`src/rtl/handshake_constant_rep.sv`:
```
// Emits REPEAT beats of a fixed constant for every accepted ctrl token.
// Beats carry their index within the burst; the next token may be accepted on the final beat.
module handshake_constant_rep #(
  parameter int          DATA_WIDTH  = 32,
  parameter logic [63:0] CONST_VALUE = 64'd6,
  parameter int          REPEAT      = 1,
  localparam int         IDX_W       = (REPEAT > 1) ? $clog2(REPEAT) : 1
) (
  input  logic                  clk,
  input  logic                  rst,
  input  logic                  ctrl_valid,
  output logic                  ctrl_ready,
  output logic [DATA_WIDTH-1:0] outs,
  output logic [IDX_W-1:0]      outs_idx,
  output logic                  outs_last,
  output logic                  outs_valid,
  input  logic                  outs_ready
);

  typedef enum logic {
    IDLE = 1'b0,
    EMIT = 1'b1
  } state_t;

  localparam logic [IDX_W-1:0] LAST_IDX = IDX_W'(REPEAT - 1);

  state_t           state_q, state_d;
  logic [IDX_W-1:0] idx_q, idx_d;
  logic             ctrl_fire;
  logic             outs_fire;

  assign outs       = CONST_VALUE[DATA_WIDTH-1:0];
  assign outs_valid = (state_q == EMIT);
  assign outs_idx   = idx_q;
  assign outs_last  = outs_valid && (idx_q == LAST_IDX);

  // Accepting on the last beat lets bursts run back to back without a bubble.
  assign ctrl_ready = !outs_valid || (outs_ready && outs_last);
  assign ctrl_fire  = ctrl_valid && ctrl_ready;
  assign outs_fire  = outs_valid && outs_ready;

  always_comb begin
    state_d = state_q;
    idx_d   = idx_q;
    case (state_q)
      IDLE: begin
        if (ctrl_fire) begin
          state_d = EMIT;
          idx_d   = '0;
        end
      end
      EMIT: begin
        if (outs_fire) begin
          if (outs_last) begin
            state_d = ctrl_fire ? EMIT : IDLE;
            idx_d   = '0;
          end else begin
            idx_d = idx_q + 1'b1;
          end
        end
      end
      default: begin
        state_d = IDLE;
        idx_d   = '0;
      end
    endcase
  end

  always_ff @(posedge clk) begin
    if (!rst) begin
      state_q <= IDLE;
      idx_q   <= '0;
    end else begin
      state_q <= state_d;
      idx_q   <= idx_d;
    end
  end

endmodule

```
`config.mk`:
```
export PLATFORM = sky130hd
export DESIGN_NAME = handshake_constant_rep
export DESIGN_NICKNAME = d
export VERILOG_FILES = /design/src/rtl/handshake_constant_rep.sv
export SDC_FILE = /design/constraint.sdc
export NUM_CORES = 1
export LEC_CHECK = 0
export CAP_MARGIN = 20
export CORE_MARGIN = 2
export CORE_UTILIZATION = 25
export DETAILED_ROUTE_END_ITERATION = 12
export PLACE_DENSITY = 0.8
export SETUP_SLACK_MARGIN = 0.5
export SYNTH_ARGS = -nofsm -noshare
export SYNTH_HDL_FRONTEND = slang
export SYNTH_SLANG_ARGS = --single-unit
```
`constraint.sdc`:
```
create_clock -name clk -period 1 [get_ports clk]
set_input_delay 0.3 -clock clk [delete_from_list [all_inputs] [get_ports clk]]
set_output_delay 0.3 -clock clk [all_outputs]
set_load 0.005 [all_outputs]
```
==> results.md <==
- First-pass GRT wire length: 489 um
- Hold crit path type: primary input to flip-flop
- Worst EP arrival: 0.80 ns
- DRC: 0
- Worst-Skew Late Latency: 0.22 ns
- Setup WS post-layout: -0.1049 ns
- Leak: 0.0002261 uW
- CTS HTree Levels: 1
- Crit path max fanout: 4
- Grt ovf: 0
- Post-Syn Instances: 44
- Flops & latches, synth: 2
- Slowest cell delay on critical path: 0.35 ns
- Clock skew: 0.0008894 ns
- CTS tree: done
- Nets: 63
- Clk pin slew, worst setup/hold paths: 0.03 ns
- Clk buf depth: 2
- Gr usage total: 5.399%
- Largest net degree at the start of global routing: 5
- Post-synthesis sequential area ratio: 11.94%
- Avg Vias per Cell: 2.847
- Top cell type's share of synthesized area: 71.64%
- Crit-path cells: buf_4 -> buf_6
- Final Critical Period: 1.105 ns
- CTS buffer count: 3
- CORE AREA: 0.001269 mm^2
- EDFF count, synth: 0
- Data required time of the worst path: 0.70 ns
- Avg Cell Area, Syn: 7.621 um^2
- Non-filler cells, final: 72
- DR vias: 205
- Die Height: 40.63 um
- Synth unique cells: 10
- Ports: 40
- Highest-delay cell along the critical path: dfxtp_4
- Pwr/cell area: 894.5 mW/mm^2
- Max Cap Violations: 0
- Routed wire length: 415 um
- Critical Path End Type: primary output
- Unrepaired setup endpoints after global routing: true
- Synth area leader: buf_4
- DRT iter0 DRCs: 1
- Hold Fails Final Rpt: 0
- Total power: 334.6 uW
- Vias in the first global route: 131
- Die width: 40.63 um
- RePlAce Congestion: 0.6073
- Post-route ant nets: 0
- Placed cells: 67
- Setup_tns: -0.2914 ns
- Peak supply drop: 0.0003157 V
- Min-Delay Path Depth: 3
- Max frequency: 905.1 MHz
- Initial antenna violation count: 0
- Syn. warnings: 0
- Ant diodes: 0
- Mapped Area: 335.3 um^2
- Layout cell share with drive strength beyond 1: 28.07%
- Cell with the most instances after synthesis: buf_4
- R2r worst-path depth: 4
- Initial Utilization: 26.43%
- Routed wire per std cell: 5.764 um
- Final setup fails: 3
- Clock root buffer: clkbuf_4
- Final Cycle Share: 110.5%
- Area contributors post-synth: buf_4 72%, dfxtp_1 12%, mux2i_1 3.0%, o21ai_0 3.0%, conb_1 2.2%
- Number of detailed-route iterations in the first pass: 2
- Hold buffer count at CTS: 0
- Die ar.: 0.001650 mm^2
- Synth top cells by count: 32 x buf_4, 2 x conb_1, 2 x dfxtp_1, 2 x o21ai_0
- FP Rows: 13
- Outcome: finished, violations left
- Violations in the final reports: setup timing
- Async SR Flop Fraction: 0%
- IO buf count: 7
- CP startpoint kind: flip-flop
- Placed wire-length estimate: 338.4 um
- Pins Over Slew Limit: 0
- Dominant synthesized flop cell: dfxtp_1
- Synth-to-layout area growth: 11.57%
- Kind of critical path: flip-flop to primary output
- Clk sinks: 2
[path summary, 6_finish.rpt]
path                            slack, ns  startpoint    endpoint
worst max register to register       0.10    outs_idx  outs_valid
worst max-delay path                -0.10    outs_idx    outs_idx
worst min register to register       0.64  outs_valid  outs_valid
worst min-delay path                 0.47  ctrl_valid  outs_valid
[layer usage]
layer  GRT usage, %  vias up  wire length (um)
met5              0        -                 0
met4          10.00        0                 0
met3          3.261        0                63
met2          5.952       20               245
met1          4.854       88               105
li1               -       97                 -
[repair_timing]
action                                  CTS  global route
endpoints found under the setup margin    6             6
gates cloned                              0             0
setup buffers                             1             1
pin swaps                                 2             1
resized for setup                        20             4
[critical path, delay by kind of cell (launching register included)]
kind,cells,cell delay (ns)
DFF,1,0.35
buffers and inverters,2,0.23
[cell usage in the layout, fill, tap and decap left out]
cell / instances
inv_1: 1
clkdlybuf4s50_1: 1
clkbuf_4: 3
conb_1: 32
o21ai_0: 1
o21ai_1: 1
nor2_1: 1
dlygate4sd2_1: 2
nor3b_2: 1
dfxtp_4: 2
buf_2: 2
buf_6: 4
nor2b_4: 1
mux2i_1: 1
and3_1: 1
buf_4: 3
[where the power goes]
group          switching (uW)  internal, uW
sequential               3.44          80.0
combinational            41.5          31.9
clock                    45.4           132
[through the flow]
step / instance area, um^2 / utilization [%] / hold slack [ns] / setup slack, ns
floorplan: 462.9 / - / 0.4283 / 0.2182
global placement: 334.1 / 26.33 / 0.6180 / -0.7577
detailed placement: 334.1 / 26.33 / 0.6305 / -0.7441
CTS: 347.8 / 27.42 / 0.4710 / -0.1006
global route: 374.1 / 29.49 / 0.5073 / -0.1426
finish: 374.1 / 29.49 / 0.4744 / -0.1049
[sequential cells by signal, summed over array words and instances, names as in the netlist]
name and cells:
outs_idx 1, outs_valid 1
[logic make-up after synthesis]
| group | share of synthesized area, % |
|---|---|
| AND/OR/NAND/NOR | 7.092 |
| other | 2.240 |
| multiplexers | 2.985 |
| buffers and inverters | 72.76 |
| flip-flops | 11.94 |
| AO/OA/AOI/OAI | 2.985 |
[layout make-up]
cell class | count | area [um^2]
inverters | 1 | 3.754
fillers | 148 | 894.6
multi-input cells | 39 | 176.4
clock buffers | 3 | 22.52
flip-flops and latches | 2 | 47.55
well taps | 15 | 18.77
repair buffers | 12 | 105.1
No activity file was read; power rests on OpenSTA's default activity.
